### config.mk
export PLATFORM = sky130hd
export DESIGN_NAME = branch_unit
export DESIGN_NICKNAME = d
export VERILOG_FILES = /design/src/rtl/branch_pkg.sv /design/src/rtl/sat_counter2.sv /design/src/rtl/branch_unit.sv
export SDC_FILE = /design/constraint.sdc
export NUM_CORES = 1
export LEC_CHECK = 0
export CORE_MARGIN = 3
export CORE_UTILIZATION = 40
export CTS_CLUSTER_SIZE = 14
export DETAILED_ROUTE_END_ITERATION = 8
export MAX_ROUTING_LAYER = met4
export PLACE_DENSITY_LB_ADDON = 0.25
export SLEW_MARGIN = 15
export SYNTH_ARGS = -nofsm -noshare
export SYNTH_HDL_FRONTEND = slang
export SYNTH_SLANG_ARGS = --single-unit
### constraint.sdc
create_clock -name clk -period 2.2 [get_ports clk]
set_input_delay 0.44 -clock clk [delete_from_list [all_inputs] [get_ports clk]]
set_output_delay 0.44 -clock clk [all_outputs]
set_load 0.01 [all_outputs]
### src/rtl/branch_pkg.sv
// Shared definitions for the conditional-branch unit: opcodes, flush FSM states
// and the pattern-history-table reset value.
package branch_pkg;

    localparam logic [4:0] OP_BZ  = 5'b10100;
    localparam logic [4:0] OP_BNZ = 5'b10101;
    localparam logic [4:0] OP_BC  = 5'b10110;
    localparam logic [4:0] OP_BNC = 5'b10111;

    typedef enum logic {
        IDLE  = 1'b0,
        FLUSH = 1'b1
    } flush_state_t;

    // Weakly not-taken
    localparam logic [1:0] PHT_INIT = 2'b01;

    function automatic logic isBranchOp(input logic [4:0] op);
        return (op == OP_BZ) || (op == OP_BNZ) || (op == OP_BC) || (op == OP_BNC);
    endfunction

endpackage

### src/rtl/sat_counter2.sv
// Two-bit saturating up/down counter; one instance per pattern-history-table entry.
module sat_counter2
    import branch_pkg::*;
(
    input  logic       clk,
    input  logic       rst,
    input  logic       en,
    input  logic       inc,
    output logic [1:0] count
);

    logic [1:0] countReg;

    always_ff @(posedge clk) begin
        if (rst) begin
            countReg <= PHT_INIT;
        end else if (en) begin
            if (inc && (countReg != 2'b11)) begin
                countReg <= countReg + 2'd1;
            end else if (!inc && (countReg != 2'b00)) begin
                countReg <= countReg - 2'd1;
            end
        end
    end

    assign count = countReg;

endmodule

### src/rtl/branch_unit.sv
// Conditional-branch unit: C/Z flag register, PHT direction predictor,
// EX-stage branch resolution, timed flush on mispredict and statistics.
module branch_unit
    import branch_pkg::*;
#(
    parameter int OPC_W        = 5,
    parameter int PC_W         = 12,
    parameter int PHT_DEPTH    = 16,
    parameter int FLUSH_CYCLES = 2,
    parameter bit PREDICT_EN   = 1'b1,
    parameter int CNT_W        = 16
) (
    input  logic             clk,
    input  logic             rst,
    input  logic [PC_W-1:0]  if_pc,
    output logic             if_pred_taken,
    input  logic             flag_we,
    input  logic             c_in,
    input  logic             z_in,
    input  logic             ex_valid,
    input  logic [OPC_W-1:0] ex_opcode,
    input  logic [PC_W-1:0]  ex_pc,
    input  logic             ex_pred_taken,
    input  logic [PC_W-1:0]  ex_target,
    output logic             br_taken,
    output logic             mispredict,
    output logic [PC_W-1:0]  redirect_pc,
    output logic             flush,
    output logic [1:0]       flags_q,
    output logic [CNT_W-1:0] br_cnt,
    output logic [CNT_W-1:0] mp_cnt
);

    localparam int IDX_W = $clog2(PHT_DEPTH);
    localparam int FC_W  = $clog2(FLUSH_CYCLES + 1);

    logic [1:0]       flagsReg;
    logic             effC;
    logic             effZ;
    logic             isBranch;
    logic             condTrue;
    logic             resolve;
    flush_state_t     stateReg;
    flush_state_t     stateNext;
    logic [FC_W-1:0]  flushCntReg;
    logic [FC_W-1:0]  flushCntNext;
    logic [CNT_W-1:0] brCntReg;
    logic [CNT_W-1:0] mpCntReg;
    logic [1:0]       phtCount [PHT_DEPTH];
    logic [IDX_W-1:0] exIdx;
    logic [IDX_W-1:0] ifIdx;
    logic             unusedPcBits;

    // Same-cycle bypass lets a branch see flags written by the instruction ahead of it
    assign effC = flag_we ? c_in : flagsReg[1];
    assign effZ = flag_we ? z_in : flagsReg[0];

    always_ff @(posedge clk) begin
        if (rst) begin
            flagsReg <= 2'b00;
        end else if (flag_we) begin
            flagsReg <= {c_in, z_in};
        end
    end

    assign isBranch = ((ex_opcode >> 5) == '0) && isBranchOp(ex_opcode[4:0]);

    always_comb begin
        condTrue = 1'b0;
        case (ex_opcode[4:0])
            OP_BZ:   condTrue = effZ;
            OP_BNZ:  condTrue = !effZ;
            OP_BC:   condTrue = effC;
            OP_BNC:  condTrue = !effC;
            default: condTrue = 1'b0;
        endcase
    end

    assign resolve     = ex_valid && isBranch && (stateReg == IDLE);
    assign br_taken    = resolve && condTrue;
    assign mispredict  = resolve && (condTrue ^ ex_pred_taken);
    assign redirect_pc = condTrue ? ex_target : (ex_pc + PC_W'(1));

    assign exIdx = ex_pc[IDX_W-1:0];
    assign ifIdx = if_pc[IDX_W-1:0];
    assign unusedPcBits = ^{if_pc, ex_pc};

    generate
        for (genvar gi = 0; gi < PHT_DEPTH; gi++) begin : gen_pht
            if (PREDICT_EN) begin : gen_cnt
                sat_counter2 u_cnt (
                    .clk   (clk),
                    .rst   (rst),
                    .en    (resolve && (exIdx == IDX_W'(gi))),
                    .inc   (condTrue),
                    .count (phtCount[gi])
                );
            end else begin : gen_const
                assign phtCount[gi] = PHT_INIT;
            end
        end
    endgenerate

    assign if_pred_taken = PREDICT_EN ? phtCount[ifIdx][1] : 1'b0;

    always_ff @(posedge clk) begin
        if (rst) begin
            stateReg    <= IDLE;
            flushCntReg <= '0;
        end else begin
            stateReg    <= stateNext;
            flushCntReg <= flushCntNext;
        end
    end

    // Down-counter is loaded with the full length so FLUSH lasts exactly FLUSH_CYCLES
    always_comb begin
        stateNext    = stateReg;
        flushCntNext = flushCntReg;
        flush        = 1'b0;
        case (stateReg)
            IDLE: begin
                if (mispredict) begin
                    stateNext    = FLUSH;
                    flushCntNext = FC_W'(FLUSH_CYCLES);
                end
            end
            FLUSH: begin
                flush        = 1'b1;
                flushCntNext = flushCntReg - FC_W'(1);
                if (flushCntReg == FC_W'(1)) begin
                    stateNext = IDLE;
                end
            end
            default: stateNext = IDLE;
        endcase
    end

    always_ff @(posedge clk) begin
        if (rst) begin
            brCntReg <= '0;
            mpCntReg <= '0;
        end else begin
            if (resolve && (brCntReg != '1)) begin
                brCntReg <= brCntReg + CNT_W'(1);
            end
            if (mispredict && (mpCntReg != '1)) begin
                mpCntReg <= mpCntReg + CNT_W'(1);
            end
        end
    end

    assign flags_q = flagsReg;
    assign br_cnt  = brCntReg;
    assign mp_cnt  = mpCntReg;

endmodule

==> run metrics, run 1 <==
status=complete, but fails checks; failing checks=negative setup slack; Static Leakage=2.24 nW; Slew Viols, Final=0; Sw Ratio=26.5%; largest buffer count on any clock path=2; Worst path top cell family by delay=multiplexers; final setup TNS=-6640 ps; Placed Cells=759; CTS root buf=clkbuf_8; H-tree Lvls=3; CP max-delay cell=mux4_2; Synth top area share=35.2%; Clk pwr share=36.5%; # rows=35; Detail Placement HPWL=8460 um; Mapped Cells=490; Synth area leaders=dfxtp_1 (35%), nor2_1 (5.7%), a21oi_1 (4.8%), o21ai_0 (4.2%), xnor2_1 (4.0%); Avg Cell Area, Syn=8.01 sq um; Slew HR=48.1%; RSZ-0062 raised after global routing=true; Vias/cell=5.49; syn nets=545; combinational share of power=18.5%; clock skew=11.6 ps; Synth cell types=47; register clock-pin slew on the reported worst setup and hold paths=80 ps; sw power=0.000758 W; Vias=4368; CTS tree=done; initial antenna violation count=0; number of max-cap violations=0; sequential element share of the synthesized area=35.2%; Die H=105 um; slew at the pin closest to its max-slew limit=775 ps; type of the worst setup path=in -> out; sequential share of power=45.0%; CP endpoint kind=primary output; ant diodes=0; Clk Latency, worst-skew pair=340 ps; Final setup viols=27; number of global-route vias before repair=4268; fmax=394 MHz; final setup margin=-340 ps; mapped cell area=3920 sq um; CP bufs+invs=4; clk sink count=69; WL/cell=15.4 um; Data required, critical path=1760 ps; first-pass GRT wire length=20100 um; top_reg_cell synth=dfxtp_1; final WL=12300 um; fin crit period=2540 ps; largest net degree at the start of global routing=31; power density cells=477 nW/um^2; cell taking the most area after synthesis=dfxtp_1; Worst R2R Setup Slack=-250 ps; Core Util, Final=64.0%; initial core utilization=41.9%; detailed-route DRC error count=0; peak supply drop=0.000326 V; hold crit path type=in -> reg; Nets=716; Layout area overhead=52.8%; largest stage delay on the critical path=600 ps; ANT nets after route=0; Cell Chain, Critical Path=clkdlybuf4s15_2 > mux4_2 > xnor2_4 > nor2_4 > buf_12 > buf_8 > nand2_2 > o21ai_2 > buf_2; full die area=11000 sq um; I/O pin count=98; 1st-pass router iterations=6; Die Wd=105 um; Core Area=9370 sq um; RD Place Congestion=0.824; # fillers=803; synth warn=0; startpoint types=input port; critical path peak fanout=5; Worst EP arrival=2100 ps; fraction of registers with async set/reset=0%; Num CTS Buffers=9; Post-synth EDFFs=0; Tcrit/Tclk final=115%; Non-Filler Instances=795; Tot Pwr=0.00286 W; initial detailed-routing violation count=233; gr usage total=22.5%; most frequent cells in the layout=buf_4 (76), dfxtp_1 (66), clkdlybuf4s50_1 (64); commonest non-fill, non-tap cell in the layout=buf_4; share of cells above drive strength 1=27.3%; flops & latches, synth=69; Internal=0.00210 W; Hold Fails Final Rpt=0; global route overflow=0; Buffers on Ports=89
==> worst paths after layout <==
| check | start | endpoint | depth (start not counted) |
|---|---|---|---|
| worst max-delay path | flag_we | redirect_pc[7] | 9 |
| worst max register to register | flags_q[0] | mp_cnt[2] | 9 |
| worst min-delay path | z_in | flags_q[0] | 3 |
| worst min register to register | gen_pht[3].gen_cnt.u_cnt.count[0] | gen_pht[3].gen_cnt.u_cnt.count[1] | 2 |
==> registers in the layout, summed over array words and instances (netlist names) <==
register                     flops
gen_pht.gen_cnt.u_cnt.count     32
flushCntReg                      2
stateReg                         1
mp_cnt                          16
br_cnt                          16
flags_q                          2
==> routing by layer <==
layer  track usage (%)  share of wire [%]  vias to the layer above
li1                  -                  -                     2134
met1              27.2                 43                     2083
met2              37.5                 50                      133
met3              4.51                5.2                       18
met4              7.40                1.7                        0
met5                 -                  0                        -
==> power groups by stage <==
stage          sequential (W)  combinational, W  clock [W]
2_1_floorplan         0.00132          0.000186          0
3_3_place_gp          0.00131          0.000449          0
3_5_place_dp          0.00132          0.000461          0
4_1_cts               0.00129          0.000490    0.00106
5_1_grt               0.00129          0.000569    0.00111
6_report              0.00129          0.000530    0.00104
==> layout make-up <==
type / count / area, sq um / area share [%]
multi-input cells: 383 / 2580 / 43.0
repair buffers: 178 / 1600 / 26.7
flip-flops and latches: 69 / 1390 / 23.1
well taps: 129 / 161 / 2.69
clock buffers: 12 / 145 / 2.42
inverters: 20 / 77.6 / 1.29
clock inverters: 4 / 47.5 / 0.793
==> worst min-delay path: cells and delay by family <==
family / cells / cell delay [ps]
AND/OR/NAND/NOR: 1 / 80
buffers and inverters: 1 / 190
multiplexers: 1 / 70
==> cell usage after synthesis, types with 12 or more instances <==
cell      count
xor2_1       12
dfxtp_1      69
inv_1        19
nor2_1       60
nand4_1      24
xnor2_1      18
o21ai_0      33
nand3_1      23
nand2_1      34
a21oi_1      38
clkbuf_1     14
nor3_1       16
==> what timing repair did <==
item | CTS | global route
cloned | 4 | 0
hold buffers | 0 | 0
gates resized for setup | 106 | 37
setup buffers | 12 | 9
pin swaps | 12 | 14
endpoints found under the setup margin | 43 | 33
==> through the flow <==
stage / hold slack (ps) / setup WS [ps] / cell area (sq um)
after detailed placement: 485 / -994 / 5440
final: 468 / -340 / 6000
after CTS: 453 / -404 / 5850
after global placement: 462 / -930 / 5440
after floorplan: 450 / -44.0 / 3930
after global routing: 493 / -418 / 6000
==> kinds of logic after synthesis <==
logic type	Yosys count	synth area share, %
multiplexers	13	5.33
flip-flops	69	35.2
adder cells (fa/ha/maj)	7	2.23
AO/OA/AOI/OAI	112	17.7
buffers and inverters	39	4.05
AND/OR/NAND/NOR	220	28.8
XOR/XNOR	30	6.70
(Power assumes the default switching activity.)
==> run 2, diff against run 1 <==
--- a/config.mk
+++ b/config.mk
@@ -5,6 +5,7 @@
 export SDC_FILE = /design/constraint.sdc
 export NUM_CORES = 1
 export LEC_CHECK = 0
+export ABC_AREA = 1
 export CORE_MARGIN = 3
 export CORE_UTILIZATION = 40
 export CTS_CLUSTER_SIZE = 14
==> run metrics, run 2 <==
power density cells=427 nW/um^2; clock skew=9.03 ps; 1st-pass router iterations=5; ant diodes=0; Mapped Cells=711; # rows=37; Die Wd=111 um; flops & latches, synth=69; final WL=12900 um; syn nets=766; Worst path top cell family by delay=simple AND/OR/NAND/NOR gates; Non-Filler Instances=981; CTS root buf=clkbuf_8; Synth area leaders=dfxtp_1 (31%), nand2_1 (16%), nand3_1 (8.3%), inv_1 (6.5%), nor2_1 (6.2%); Synth cell types=36; Placed Cells=956; WL/cell=13.2 um; Vias/cell=5.21; I/O pin count=98; Worst EP arrival=1680 ps; Slew Viols, Final=0; CTS tree=done; largest stage delay on the critical path=250 ps; Post-synth EDFFs=0; register clock-pin slew on the reported worst setup and hold paths=70 ps; clk sink count=69; Avg Cell Area, Syn=6.25 sq um; initial antenna violation count=0; cell taking the most area after synthesis=dfxtp_1; Vias=5111; type of the worst setup path=in -> out; hold crit path type=in -> reg; full die area=12400 sq um; Tot Pwr=0.00260 W; gr usage total=21.4%; sw power=0.000700 W; Cell Chain, Critical Path=clkdlybuf4s15_1 > nand2_2 > nor4_4 > buf_4 > nand2_1 > or2_0 > a31oi_1 > buf_2; Num CTS Buffers=9; share of cells above drive strength 1=15.5%; number of global-route vias before repair=5081; Internal=0.00190 W; Synth top area share=31.1%; first-pass GRT wire length=22100 um; Static Leakage=2.64 nW; initial core utilization=42.1%; worst slack, placed=-712 ps; fmax=472 MHz; Layout area overhead=37.2%; peak supply drop=0.000433 V; largest buffer count on any clock path=2; Die H=111 um; Hold Fails Final Rpt=0; number of max-cap violations=0; Clk pwr share=36.1%; sequential share of power=48.6%; sequential element share of the synthesized area=31.1%; Tcrit/Tclk final=96.4%; initial detailed-routing violation count=232; global route overflow=0; status=complete, no violations; Detail Placement HPWL=9390 um; detailed-route DRC error count=0; Sw Ratio=26.9%; commonest non-fill, non-tap cell in the layout=nand2_1; final setup margin=79.5 ps; Data required, critical path=1760 ps; largest net degree at the start of global routing=32; CP max-delay cell=nor4_4; combinational share of power=15.3%; ANT nets after route=0; CP endpoint kind=primary output; CP bufs+invs=3; Synth top cells by count=nand2_1 (195), inv_1 (77), nand3_1 (74), nor2_1 (73), dfxtp_1 (69); startpoint types=input port; Buffers on Ports=89; Final setup viols=0; Slew HR=75.4%; RD Place Congestion=0.867; Largest register FFs=32; H-tree Lvls=3; most frequent cells in the layout=nand2_1 (186), inv_1 (76), nor2_1 (70); critical path peak fanout=3; Nets=897; top_reg_cell synth=dfxtp_1; Core Area=10600 sq um; fin crit period=2120 ps; Clk Latency, worst-skew pair=360 ps; mapped cell area=4440 sq um; slew at the pin closest to its max-slew limit=366 ps; cell with the most instances after synthesis=nand2_1; fraction of registers with async set/reset=0%; synth warn=0
run 2: cell count changes after synthesis, sizes merged, moves of 7 or more:
| cell | before | now |
|---|---|---|
| a41oi | 7 | 0 |
| nor2 | 60 | 74 |
| nor3b | 11 | 1 |
| a21oi | 38 | 51 |
| nand2 | 34 | 198 |
| inv | 19 | 82 |
| nand3 | 23 | 76 |
| and3 | 9 | 2 |
| nor4 | 8 | 1 |
| a31o | 8 | 0 |
| o21ai | 33 | 49 |
| buf | 5 | 13 |
| xnor2 | 18 | 11 |
run 2: worst paths after layout:
check	from	to	slack, ps	cells after the start
min	flag_we	flags_q[1]	420	3
min reg2reg	gen_pht[15].gen_cnt.u_cnt.count[0]	gen_pht[15].gen_cnt.u_cnt.count[0]	480	2
max	ex_pc[4]	redirect_pc[9]	80	8
max reg2reg	flags_q[1]	gen_pht[15].gen_cnt.u_cnt.count[0]	290	13
run 2: final cells by class:
| class | count | area (sq um) |
|---|---|---|
| repair buffers | 143 | 1270 |
| inverters | 82 | 313 |
| clock buffers | 13 | 159 |
| clock inverters | 1 | 7.51 |
| multi-input cells | 537 | 2790 |
| fillers | 1024 | 4460 |
| flip-flops and latches | 69 | 1380 |
| well taps | 136 | 170 |
run 2: layer usage:
layer	up-vias	share of wire [%]	GRT usage (%)
met5	-	0	-
met4	0	1.8	6.08
met3	25	4.9	5.22
met2	129	50	36.8
met1	2364	43	24.9
li1	2593	-	-
run 2: power groups by stage:
stage / sequential, W / combinational [W] / clock [W]
after floorplan: 0.00129 / 0.000163 / 0
after global placement: 0.00129 / 0.000375 / 0
after detailed placement: 0.00129 / 0.000383 / 0
after CTS: 0.00126 / 0.000388 / 0.000967
after global routing: 0.00126 / 0.000436 / 0.00102
final: 0.00126 / 0.000398 / 0.000940
run 2: timing repair:
item / CTS / global route
cloned: 2 / 1
pin swaps: 11 / 6
setup endpoints to repair: 15 / 15
gates resized for setup: 113 / 19
hold buffers: 0 / 0
buffers inserted: 6 / 2
run 2: kinds of logic after synthesis:
kind of cell,share of synthesized area [%]
compound gates,14.4
xor+xnor,4.53
fa+ha+maj,1.97
buf+inv,9.55
flops,31.1
mux,0.451
simple gates,38.0
run 2: worst register-to-register path: stages, from the launching register on:
cell and delay, ps:
dfxtp_1 330, nand2_2 90, nand2_1 70, nand2_2 80, nand3_4 120, buf_6 150, nand2_4 90, buf_4 110
buf_4 300, o21ai_0 190, nand2_1 100, nand2_1 50, nand2_1 60, nand3_1 60
run 2: stage by stage:
| stage | setup TNS [ps] | instance area (sq um) | hold slack, ps | util [%] |
|---|---|---|---|---|
| finish | 0 | 6100 | 419 | 57.8 |
| global route | -46.8 | 6100 | 432 | 57.8 |
| CTS | -22.7 | 6050 | 482 | 57.3 |
| detailed placement | -22760 | 5750 | 463 | 54.4 |
| global placement | -16540 | 5750 | 438 | 54.4 |
| floorplan | 0 | 4440 | 428 | - |
